File: config.mk
export PLATFORM = sky130hd
export DESIGN_NAME = addsub_accum_flat
export DESIGN_NICKNAME = d
export VERILOG_FILES = /design/src/rtl/addsub_accum_if.sv /design/src/rtl/addsub_accum.sv /design/src/flat_wrapper.sv
export SDC_FILE = /design/constraint.sdc
export NUM_CORES = 1
export LEC_CHECK = 0
export CAP_MARGIN = 20
export CORE_UTILIZATION = 32
export DETAILED_ROUTE_END_ITERATION = 8
export HOLD_SLACK_MARGIN = 0.05
export SYNTH_ARGS = -nofsm -noshare
export SYNTH_HDL_FRONTEND = slang
export SYNTH_SLANG_ARGS = --single-unit
File: constraint.sdc
create_clock -name clk_i -period 2.8 [get_ports clk_i]
set_clock_uncertainty 0.1 [all_clocks]
set_input_delay 0.56 -clock clk_i [delete_from_list [all_inputs] [get_ports clk_i]]
set_output_delay 0.56 -clock clk_i [all_outputs]
set_load 0.02 [all_outputs]
File: src/rtl/addsub_accum_if.sv
// ---------------------------------------------------------------------------
// addsub_accum_if
// Command and result handshake bundle for the addsub_accum stage.
//
// Signal names keep the stage's own point of view (suffix _i = into the
// stage, _o = out of the stage).
//   valid_i / ready_o           : command handshake (issue logic -> stage)
//   op_i, operand_i             : command payload
//   valid_o / ready_i           : result handshake (stage -> consumer)
//   result_o, carry_o,
//   overflow_o, zero_o,
//   sticky_ovf_o                : result payload
//
// Handshake rule for both channels: a transfer happens on a rising clock
// edge where valid and ready are both high. The sender keeps valid and its
// payload stable until that edge; ready may depend combinationally on the
// receiver's downstream ready.
//
// Modports:
//   slave  : the accumulator stage itself
//   master : issue logic plus result consumer (the testbench)
// ---------------------------------------------------------------------------
interface addsub_accum_if #(
  parameter int BIT = 32
);
  logic           valid_i;
  logic           ready_o;
  logic [1:0]     op_i;
  logic [BIT-1:0] operand_i;
  logic           valid_o;
  logic           ready_i;
  logic [BIT-1:0] result_o;
  logic           carry_o;
  logic           overflow_o;
  logic           zero_o;
  logic           sticky_ovf_o;

  modport slave (
    input  valid_i, op_i, operand_i, ready_i,
    output ready_o, valid_o, result_o, carry_o, overflow_o, zero_o, sticky_ovf_o
  );

  modport master (
    output valid_i, op_i, operand_i, ready_i,
    input  ready_o, valid_o, result_o, carry_o, overflow_o, zero_o, sticky_ovf_o
  );
endinterface

File: src/rtl/addsub_accum.sv
// ---------------------------------------------------------------------------
// addsub_accum
// Sequential accumulator stage. Takes one LOAD/ADD/SUB/CLR command per
// handshake, updates a BIT-wide accumulator and presents the result and
// flags through a one-entry valid/ready output register.
//
// Ports:
//   clk_i        : clock, rising edge
//   rst_i        : asynchronous reset, active-high
//   bus          : addsub_accum_if.slave (command + result handshakes)
//   o_dbg_state  : output stage state (0 = EMPTY, 1 = FULL)
//
// Ops: 00 LOAD, 01 ADD, 10 SUB, 11 CLR.
//
// Build option: define ADDSUB_ACCUM_SAT_EN for unsigned saturation (ADD
// with carry pins to all ones, SUB with borrow pins to zero). carry_o and
// overflow_o still report the unsaturated event. Without the macro results
// wrap modulo 2^BIT. Handshake and latency are the same in both builds.
// ---------------------------------------------------------------------------
module addsub_accum #(
  parameter int BIT = 32
) (
  input  logic               clk_i,
  input  logic               rst_i,
  addsub_accum_if.slave      bus,
  output logic               o_dbg_state
);

  localparam logic [1:0] OP_LOAD = 2'b00;
  localparam logic [1:0] OP_ADD  = 2'b01;
  localparam logic [1:0] OP_SUB  = 2'b10;
  localparam logic [1:0] OP_CLR  = 2'b11;

  typedef enum logic {
    ST_EMPTY = 1'b0,
    ST_FULL  = 1'b1
  } state_t;

  state_t         r_state;
  state_t         w_state_nxt;

  logic [BIT-1:0] r_acc;
  logic           r_carry;
  logic           r_ovf;
  logic           r_sticky;

  logic           w_accept;
  logic [BIT:0]   w_sum;
  logic [BIT:0]   w_diff;
  logic [BIT-1:0] w_acc_nxt;
  logic           w_carry_nxt;
  logic           w_ovf_nxt;
  logic           w_sticky_nxt;

  // -------------------------------------------------------------------------
  // Handshake. ready_o passes ready_i straight through when FULL so that a
  // result being taken frees the slot in the same cycle (1 cmd/cycle).
  // -------------------------------------------------------------------------
  assign bus.ready_o = (r_state == ST_EMPTY) || bus.ready_i;
  assign w_accept    = bus.valid_i && bus.ready_o;

  // -------------------------------------------------------------------------
  // Output stage FSM
  // -------------------------------------------------------------------------
  always_ff @(posedge clk_i or posedge rst_i) begin
    if (rst_i) begin
      r_state <= ST_EMPTY;
    end else begin
      r_state <= w_state_nxt;
    end
  end

  always_comb begin
    w_state_nxt = r_state;
    case (r_state)
      ST_EMPTY: begin
        if (w_accept) w_state_nxt = ST_FULL;
      end
      ST_FULL: begin
        // Taken with nothing new behind it -> drain; taken with a new
        // command or not taken at all -> stay FULL.
        if (bus.ready_i && !w_accept) w_state_nxt = ST_EMPTY;
      end
      default: w_state_nxt = ST_EMPTY;
    endcase
  end

  // -------------------------------------------------------------------------
  // Arithmetic. Both paths are BIT+1 wide so the top bit is the carry out.
  // Subtraction is acc + ~b + 1; its carry out is the inverse of borrow.
  // -------------------------------------------------------------------------
  assign w_sum  = {1'b0, r_acc} + {1'b0, bus.operand_i};
  assign w_diff = {1'b0, r_acc} + {1'b0, ~bus.operand_i} + {{BIT{1'b0}}, 1'b1};

  always_comb begin
    w_acc_nxt   = r_acc;
    w_carry_nxt = 1'b0;
    w_ovf_nxt   = 1'b0;
    case (bus.op_i)
      OP_LOAD: begin
        w_acc_nxt = bus.operand_i;
      end
      OP_ADD: begin
        w_acc_nxt   = w_sum[BIT-1:0];
        w_carry_nxt = w_sum[BIT];
        // Same-sign operands producing a result of the other sign.
        w_ovf_nxt   = (r_acc[BIT-1] == bus.operand_i[BIT-1]) &&
                      (w_sum[BIT-1] != r_acc[BIT-1]);
`ifdef ADDSUB_ACCUM_SAT_EN
        if (w_sum[BIT]) w_acc_nxt = {BIT{1'b1}};
`endif
      end
      OP_SUB: begin
        w_acc_nxt   = w_diff[BIT-1:0];
        w_carry_nxt = ~w_diff[BIT];
        // Opposite-sign operands producing a result with the subtrahend's sign.
        w_ovf_nxt   = (r_acc[BIT-1] != bus.operand_i[BIT-1]) &&
                      (w_diff[BIT-1] != r_acc[BIT-1]);
`ifdef ADDSUB_ACCUM_SAT_EN
        if (!w_diff[BIT]) w_acc_nxt = {BIT{1'b0}};
`endif
      end
      OP_CLR: begin
        w_acc_nxt = {BIT{1'b0}};
      end
      default: begin
        w_acc_nxt = r_acc;
      end
    endcase
  end

  // CLR is the only thing that lowers sticky; otherwise any overflow sets it.
  assign w_sticky_nxt = (bus.op_i == OP_CLR) ? 1'b0 : (r_sticky | w_ovf_nxt);

  // -------------------------------------------------------------------------
  // Accumulator and result registers. The accumulator doubles as result_o,
  // so the two can never disagree. Everything moves only on accept, which
  // keeps the presented result stable while the consumer stalls.
  // -------------------------------------------------------------------------
  always_ff @(posedge clk_i or posedge rst_i) begin
    if (rst_i) begin
      r_acc    <= {BIT{1'b0}};
      r_carry  <= 1'b0;
      r_ovf    <= 1'b0;
      r_sticky <= 1'b0;
    end else if (w_accept) begin
      r_acc    <= w_acc_nxt;
      r_carry  <= w_carry_nxt;
      r_ovf    <= w_ovf_nxt;
      r_sticky <= w_sticky_nxt;
    end
  end

  assign bus.valid_o      = (r_state == ST_FULL);
  assign bus.result_o     = r_acc;
  assign bus.carry_o      = r_carry;
  assign bus.overflow_o   = r_ovf;
  assign bus.zero_o       = (r_acc == {BIT{1'b0}});
  assign bus.sticky_ovf_o = r_sticky;
  assign o_dbg_state      = r_state;

endmodule

File: src/flat_wrapper.sv
// flat-port wrapper written by rule: the top's interface ports become plain ports
module addsub_accum_flat 
#(
  parameter int BIT = 32
)
  (clk_i, rst_i, o_dbg_state, bus_valid_i, bus_op_i, bus_operand_i, bus_ready_i, bus_ready_o, bus_valid_o, bus_result_o, bus_carry_o, bus_overflow_o, bus_zero_o, bus_sticky_ovf_o);
  addsub_accum_if #(.BIT(BIT)) bus_i ();
  input  logic clk_i;
  input  logic rst_i;
  output logic o_dbg_state;
  input wire logic [$bits(bus_i.valid_i)-1:0] bus_valid_i;
  input wire logic [$bits(bus_i.op_i)-1:0] bus_op_i;
  input wire logic [$bits(bus_i.operand_i)-1:0] bus_operand_i;
  input wire logic [$bits(bus_i.ready_i)-1:0] bus_ready_i;
  output wire logic [$bits(bus_i.ready_o)-1:0] bus_ready_o;
  output wire logic [$bits(bus_i.valid_o)-1:0] bus_valid_o;
  output wire logic [$bits(bus_i.result_o)-1:0] bus_result_o;
  output wire logic [$bits(bus_i.carry_o)-1:0] bus_carry_o;
  output wire logic [$bits(bus_i.overflow_o)-1:0] bus_overflow_o;
  output wire logic [$bits(bus_i.zero_o)-1:0] bus_zero_o;
  output wire logic [$bits(bus_i.sticky_ovf_o)-1:0] bus_sticky_ovf_o;
  assign bus_i.valid_i = bus_valid_i;
  assign bus_i.op_i = bus_op_i;
  assign bus_i.operand_i = bus_operand_i;
  assign bus_i.ready_i = bus_ready_i;
  assign bus_ready_o = bus_i.ready_o;
  assign bus_valid_o = bus_i.valid_o;
  assign bus_result_o = bus_i.result_o;
  assign bus_carry_o = bus_i.carry_o;
  assign bus_overflow_o = bus_i.overflow_o;
  assign bus_zero_o = bus_i.zero_o;
  assign bus_sticky_ovf_o = bus_i.sticky_ovf_o;
  addsub_accum #(.BIT(BIT)) u_core (.clk_i(clk_i), .rst_i(rst_i), .bus(bus_i), .o_dbg_state(o_dbg_state));
endmodule
* Yosys cells after proc, flatten, opt, wreduce, memory -nomap -nowiden
Cells that the tools add are included.
Operators by class: shift operators 0, mux-type cells 7, reduce and logical (&&, ||, !) cells 8, bitwise operators 4, multiply operators 0, equal/unequal tests 7, magnitude comparators 0, $add $sub $neg 3, divide/modulo/power cells 0
Operators with widths (number):
- 32-bit one-hot mux with 4 select lines | 1
- 32-bit by 32-bit adder with 33-bit output | 2
- 33-bit by 1-bit adder with 33-bit output, second input constant | 1
- 32-bit logical NOT | 1
- 32-bit inverter | 1
- 1-bit one-hot mux with 2 select lines | 3
- 2-bit == test, second input constant | 2
- 1-bit logical AND | 4
- 1-bit two-way mux | 3
- 1-bit != test | 3
- 2-bit by 1-bit == test with 1-bit output, second input constant | 1
- 2-bit logical NOT | 1
- 1-bit inverter | 2
- 1-bit == test | 1
- 1-bit logical NOT | 1
- 1-bit logical OR | 1
- 1-bit bitwise OR | 1
Word-level totals: memories 0, word-level logic and storage cells 34, RAM bits 0, input bits 38, output and inout bits 39, latch bits 0, memory bits (read-only) 0, bits in registers 36

* Longest topological paths before layout
Gate-level depths: netlist (run 1).
depth in word-level cells 8, depth in mapped cells 12, depth with buffers taken out 12

* Least setup slack after synthesis (run 1)
No wires, ideal clock.
path kind register to register, start register u_core.r_acc[0], in the netlist u_core.bus.result_o[0], end register u_core.r_acc[30], in the netlist u_core.bus.result_o[30], library setup time 65 ps, required time 2635 ps, stages on the path, launching flop included 13, arrival 2832 ps, setup slack -197 ps, path buffers 0, period minus slack after synthesis 2997 ps, cell sequence dfrtp_1 > inv_1 > ha_1 > fa_1 > nand2b_1 > a21oi_1 > o21bai_1 > a221o_1 > a21oi_1 > o21ai_0 > or3_1 > a31oi_1 > o22a_1
Between the ends: cells in the longest elaborated chain, start to end 3, elaborated cells between the ends (all ways) 4, classes of those cells 3 x add/sub; 1 x mux
RTL lines:
- start: declaration | RTL line addsub_accum.sv:42 | logic [BIT-1:0] r_acc;
- start signal: assignment | RTL line addsub_accum.sv:142 | r_acc <= {BIT{1'b0}};
- start signal: assignment | RTL line addsub_accum.sv:147 | r_acc <= w_acc_nxt;
- 32-bit by 32-bit adder with 33-bit output | RTL line addsub_accum.sv:93 | assign w_diff = {1'b0, r_acc} + {1'b0, ~bus.operand_i} + {{BIT{1'b0}}, 1'b1};
- 33-bit by 1-bit adder with 33-bit output | RTL line addsub_accum.sv:93
- 32-bit one-hot mux with 4 select lines * | RTL line addsub_accum.sv:99 | case (bus.op_i)
Mark *: on every way between the ends. The rest lies on a longest branch, timed or not. A chain may end at the register's enable or synchronous reset.

* Worst setup path in the final report (run 1)
start input port bus_operand_i[0], end register u_core.r_acc[26], in the netlist u_core.bus.result_o[26]
Between the ends: cells in the longest elaborated chain, start to end 4, elaborated cells between the ends (all ways) 5, classes of those cells 3 x add/sub; 1 x mux; 1 x bitwise
RTL lines:
- start: declaration | RTL line flat_wrapper.sv:13 | input wire logic [$bits(bus_i.operand_i)-1:0] bus_operand_i;
- 32-bit inverter | RTL line addsub_accum.sv:93
- 32-bit by 32-bit adder with 33-bit output | RTL line addsub_accum.sv:93
- 33-bit by 1-bit adder with 33-bit output | RTL line addsub_accum.sv:93
- 32-bit one-hot mux with 4 select lines * | RTL line addsub_accum.sv:99
Marked as above.

==> results of run 1 <==
==> logic make-up after synthesis <==
group | Yosys count
compound gates | 292
xor+xnor | 36
fa+ha+maj | 70
buf+inv | 115
flops | 36
mux | 5
simple gates | 245
==> flip-flops by register name, summed over array words and instances (netlist names) <==
signal                   cells
u_core.bus.carry_o           1
u_core.bus.overflow_o        1
u_core.bus.result_o         32
u_core.bus.valid_o           1
u_core.bus.sticky_ovf_o      1
==> worst max path at each step <==
stage	startpoint	slack, ns	end
after floorplan	bus_operand_i[0]	-0.05	u_core.bus.result_o[30]
after global placement	bus_operand_i[0]	-0.97	u_core.bus.result_o[30]
after detailed placement	bus_operand_i[0]	-0.98	u_core.bus.result_o[30]
after CTS	u_core.bus.result_o[0]	-0.11	u_core.bus.result_o[26]
after global routing	bus_operand_i[22]	-0.25	u_core.bus.result_o[29]
final	bus_operand_i[0]	-0.18	u_core.bus.result_o[26]
==> timing repair <==
item	4_1_cts	5_1_grt
endpoints found under the setup margin	29	23
gates resized for setup	203	101
pin swaps	76	79
hold endpoints to repair	0	0
buffers inserted	37	21
hold buffers	0	0
==> power breakdown <==
part / switching (mW) / internal, mW / total [mW]
Combinational: 2.85 / 2.95 / 5.79
Sequential: 0.156 / 0.648 / 0.804
Clock: 0.298 / 0.354 / 0.652
Total: 3.30 / 3.95 / 7.25
==> synthesized netlist by cell type (4+ instances only) <==
cell type  number
o211ai_1        8
o31ai_1        12
nand4_1         6
xor2_1          4
nor2_1         61
nor3_1         23
nand2_1        58
o221ai_1        5
nor4_1         12
a211oi_1        7
o21ai_0        65
or3_1           5
nand3b_1        6
a221oi_1       15
inv_1          68
a21oi_2         7
nand3_1        16
o21a_1          4
nand2b_1       18
o21ai_1         4
clkbuf_1       26
xnor2_1        32
buf_2          12
ha_1           68
a21o_1         16
nor2b_1        13
a311oi_1        5
a21oi_1        78
o21bai_1        9
dfrtp_1        36
and2_1          4
a31oi_1        16
buf_4           4
and3_1          8
==> layer usage <==
metal	global-route usage	share of wire
met1	0.339	0.43
met2	0.451	0.48
met3	0.0359	0.063
met4	0.0802	0.024
met5	0	0
==> layout by cell type, fill, tap and decap left out, types with 6 or more instances in the layout <==
cell type	instances
o21ai_2	7
a31oi_1	13
ha_4	31
nor2b_1	11
o21ai_0	46
a21o_1	16
o21bai_1	7
nand2b_1	15
dlygate4sd2_1	8
and3_1	8
nand4_1	6
a221oi_1	6
a21oi_2	17
ha_1	33
nor2_1	52
nor2_2	9
xnor2_1	29
a21oi_4	9
o31ai_1	9
o211ai_1	8
a21oi_1	59
buf_6	18
nand3_1	13
o21ai_1	14
nor4_1	7
dfrtp_1	34
inv_2	26
nor3_1	14
buf_4	271
inv_1	42
a221oi_2	9
nand3b_1	6
clkdlybuf4s50_1	46
nand2_1	54
clkdlybuf4s15_1	7
==> cell type report <==
type                            instances  area share
Multi-Input combinational cell        648       0.543
Timing Repair Buffer                  371       0.301
Sequential cell                        36      0.0884
Tap cell                              225      0.0275
Inverter                               69      0.0253
Clock buffer                            6      0.0136
Clock inverter                          2    0.000979
==> worst max-delay path, delay by kind of cell <==
| family | cells | cell delay, ns |
|---|---|---|
| AND/OR/NAND/NOR | 3 | 0.74 |
| adder cells (fa/ha/maj) | 2 | 0.39 |
| AO/OA/AOI/OAI | 6 | 1.11 |
| buffers and inverters | 2 | 0.31 |
==> results.yml, run 1 <==
status:
  outcome: "finished with violations"
  failed_checks: "setup timing"
yosys:
  synth_xor_area_frac: 0.0544
  synth.mux.area_fraction: 0.00907
  ys_seq_area_frac: 0.155
  synth_top_family_by_area: "compound AO/OA/AOI/OAI gates"
  syn-num-nets: 907
  ys.flop_type: "dfrtp_1"
  synth-adder-area-share: 0.154
  ys_ff_latch: 36
  ys_top_cells_by_area: "dfrtp_1 16%, ha_1 15%, a21oi_1 6.7%"
  ys_types: 79
  syn_inst: 799
  yosysWarnings: 0
  synth_top_cell_area_share: 0.155
  synth-simple-area-share: 0.209
  synth_edf_count: 0
  syn_avg_cell_area_um2: 7.26
  netlist_area_mm2: 0.00580
  async_flop_share: 1.00
  yosysTopAreaCell: "dfrtp_1"
  synth_compound_area_frac: 0.337
worst_setup_path:
  crit_path_max_fanout: 4
  start_kind: "input pin"
  r2r_slack_ns: -0.18
  arrival_ns: 3.12
  cpPeakStageDelay_ns: 0.48
  required_ns: 2.94
  r2r-end: "u_core.bus.result_o[26]"
  crit_chain: "clkbuf_4, ha_4, fa_2, nor2b_4, o211ai_1, buf_4, a211oi_4, a21o_1, a41o_4, a21oi_4, or4_4, nand3_2, o221a_1"
  critPathSlowestCell: "or4_4"
  crit_type: "in -> reg"
  rr_worst_depth: 12
  end_kind: "register"
  r2r_start: "u_core.bus.result_o[0]"
global_route:
  antenna_found_initial: 0
  gr-total-overflow: 0
  grt_pass1_wl_um: 38000
  grt_util_all_layers: 0.263
  grt_pass1_vias: 7312
  grt_max_degree: 35
timing:
  max_freq_ghz: 0.336
  tightest_slew_ns: 0.495
  setup_violations: 13
  fin_crit_sh: 1.06
  finalHoldViolations: 0
  setup_slack_ns: -0.177
  drv_slew: 0
  max_slew_margin: 0.668
  hold_slack_ns: 0.389
  rsz0062_at_grt: "yes"
  setup_tns_ns: -0.980
  fin_crit_ns: 2.98
power:
  power_density_mw_per_mm2: 709
  power.total_mw: 7.25
  p_leak_nw: 4.52
  vdd_ir_drop_max_v: 0.000302
cells_and_area:
  layout.cells.non_filler: 1357
  regArea_um2: 903
  syn2layout_area_growth_pct: 76.3
  final_util: 0.585
  drive_above_1_share: 0.447
  multi_input_area_mm2: 0.00555
  fill_cells: 1524
  nets: 1239
  stdcell_area_mm2: 0.0102
  antenna_cells: 0
place:
  post-place-ws_ns: -0.983
  hpwlAfterDp_um: 17400
  placed_area_mm2: 0.00856
  port_buffers: 76
  place_inst: 1294
  globalplace.congestion: 0.939
cts:
  h-tree-depth: 2
  cts.clk_slew.worst_paths_ns: 0.07
  cts_buffer_depth: 2
  cts_sinks: 36
  worst_skew_pair.late_latency_ns: 0.31
  cts_root_buf: "clkbuf_16"
  cts_tree: "yes"
  cts_buffers: 5
drt:
  routedWlPerCell_um: 18.6
  drc: 0
  vias: 7548
  wirelength_um: 25200
  viasPerCell: 5.56
  firstDrtPassIters: 6
  antenna_left: 0
  drt_iter0_markers: 677
die:
  boundaryPins: 77
  dieWidth_um: 137
  start_util: 0.332
  die_h_um: 137
  fp.coreArea_mm2: 0.0175
  rows: 48
  die_area_mm2: 0.0187
flow_run:
  maxCapViolations: 0
hold_path:
  hold_path_end: "u_core.bus.overflow_o"
  whs_path_depth: 2
  min_path_type: "reg -> reg"
  min-delay-start: "u_core.bus.overflow_o"
No activity file was read; power rests on OpenSTA's default activity.
==> inputs of run 2 (changes only) <==
Settings changed: CORE_ASPECT_RATIO from default to 0.5.
==> results.yml, run 2 (synthesis gave the netlist of run 1 again) <==
global_route:
  grt_util_all_layers: 0.262
  grt_pass1_vias: 7518
  grt_pass1_wl_um: 39200
  gr-total-overflow: 0
  grt_max_degree: 43
  antenna_found_initial: 0
worst_setup_path:
  crit_type: "reg -> reg"
  required_ns: 2.89
  critPathSlowestCell: "dfrtp_2"
  arrival_ns: 3.07
  end_kind: "register"
  crit_path_max_fanout: 4
  crit_chain: "ha_4, fa_2, nor2b_4, o211ai_1, a211oi_2, buf_4, o211ai_1, nand3_1, o221ai_2, xnor2_1, o221ai_1, o22a_1"
  cpPeakStageDelay_ns: 0.44
  cp_num_buf_inv: 1
  start_kind: "register"
  cpLargestDelayFamily: "compound AO/OA/AOI/OAI gates"
  crit_start: "u_core.bus.result_o[0]"
  r2r_start: "u_core.bus.result_o[0]"
  cpMostUsedCell: "o211ai_1"
die:
  fp.coreArea_mm2: 0.0175
  start_util: 0.331
  die_h_um: 97.2
  boundaryPins: 77
  die_area_mm2: 0.0187
  dieWidth_um: 192
  rows: 34
place:
  post-place-ws_ns: -1.06
  placed_area_mm2: 0.00857
  globalplace.congestion: 0.930
  hpwlAfterDp_um: 17100
  port_buffers: 76
cells_and_area:
  largest_reg_flops: 32
  final_util: 0.579
  multi_input_area_mm2: 0.00564
  layout_commonest_cell: "buf_4"
  regArea_um2: 905
  syn2layout_area_growth_pct: 75.2
  fill_cells: 1538
  stdcell_area_mm2: 0.0102
  nets: 1220
  antenna_cells: 0
  drive_above_1_share: 0.451
  final_cell_mix: "256 x buf_4, 62 x a21oi_1, 54 x nand2_1"
drt:
  drt_iter0_markers: 582
  wirelength_um: 24900
  viasPerCell: 5.55
  vias: 7471
  routedWlPerCell_um: 18.5
  antenna_left: 0
  firstDrtPassIters: 5
  drc: 0
cts:
  cts_buffers: 5
  cts_buffer_depth: 2
  cts.clk_slew.worst_paths_ns: 0.08
  cts_root_buf: "clkbuf_16"
  cts_sinks: 36
  worst_skew_pair.late_latency_ns: 0.30
  h-tree-depth: 2
  cts_tree: "yes"
hold_path:
  min-delay-start: "u_core.bus.overflow_o"
  min_path_type: "reg -> reg"
timing:
  max_freq_ghz: 0.336
  tightest_slew_ns: 0.610
  fin_crit_sh: 1.06
  setup_slack_ns: -0.180
  drv_slew: 0
  setup_tns_ns: -0.698
  finalHoldViolations: 0
  fin_crit_ns: 2.98
  rsz0062_at_grt: "yes"
  setup_violations: 8
  max_slew_margin: 0.593
power:
  power_density_mw_per_mm2: 703
  vdd_ir_drop_max_v: 0.000317
  p_leak_nw: 4.47
  power.total_mw: 7.14
status:
  failed_checks: "setup timing"
  outcome: "finished with violations"
flow_run:
  maxCapViolations: 0
## run 2: cell count changes in the layout (fill, tap and decap cells not counted), moves of 4 or more
cell | before | now
buf_4 | 271 | 256
o21ai_0 | 46 | 40
clkdlybuf4s15_1 | 7 | 2
inv_1 | 42 | 37
buf_6 | 18 | 14
inv_2 | 26 | 30
nor4_2 | 5 | 1
## run 2: timing repair
item                       4_1_cts  5_1_grt
pin swaps                       98       80
buffers inserted                29       12
setup endpoints to repair       29       24
hold buffers                     0        0
resized for setup              228      104
gates cloned                     0        0
## run 2: final cells by class
type	count	area share
Clock inverter	2	0.000986
Timing Repair Buffer	352	0.286
Multi-Input combinational cell	648	0.555
Clock buffer	6	0.0137
Tap cell	234	0.0288
Sequential cell	36	0.0891
Inverter	69	0.0257
## run 2: report_power, final
group	switching, mW	internal [mW]
registers	0.158	0.649
logic	2.85	2.84
clock network	0.285	0.354
total	3.29	3.84
## run 2: worst paths after layout
kind / endpoint / slack [ns] / cells after the start
max: u_core.bus.result_o[30] / -0.18 / 12
min: u_core.bus.overflow_o / 0.39 / 2
max reg2reg: u_core.bus.result_o[30] / -0.18 / 12
min reg2reg: u_core.bus.overflow_o / 0.39 / 2
max in group asynchronous: u_core.bus.result_o[3] / 1.53 / 3
min in group asynchronous: u_core.bus.valid_o / 0.63 / 3
## run 2: metrics by stage
| step | hold slack, ns | cells |
|---|---|---|
| floorplan | 0.490 | 799 |
| global route | 0.422 | 1347 |
| detailed placement | 0.379 | 1303 |
| CTS | 0.387 | 1339 |
| finish | 0.395 | 1347 |
| global placement | 0.382 | 1303 |
## run 2: worst reg2reg max path: stages, from the launching register on
cell      delay (ns)
dfrtp_2         0.44
ha_4            0.18
fa_2            0.36
nor2b_4         0.14
o211ai_1        0.23
a211oi_2        0.14
buf_4           0.16
o211ai_1        0.26
nand3_1         0.20
o221ai_2        0.18
xnor2_1         0.15
o221ai_1        0.12
o22a_1          0.20
## run 2: metal layers
metal	routed length (µm)	track usage
met5	0	0
met4	392	0.0618
met3	1370	0.0365
met2	11500	0.426
met1	11500	0.365
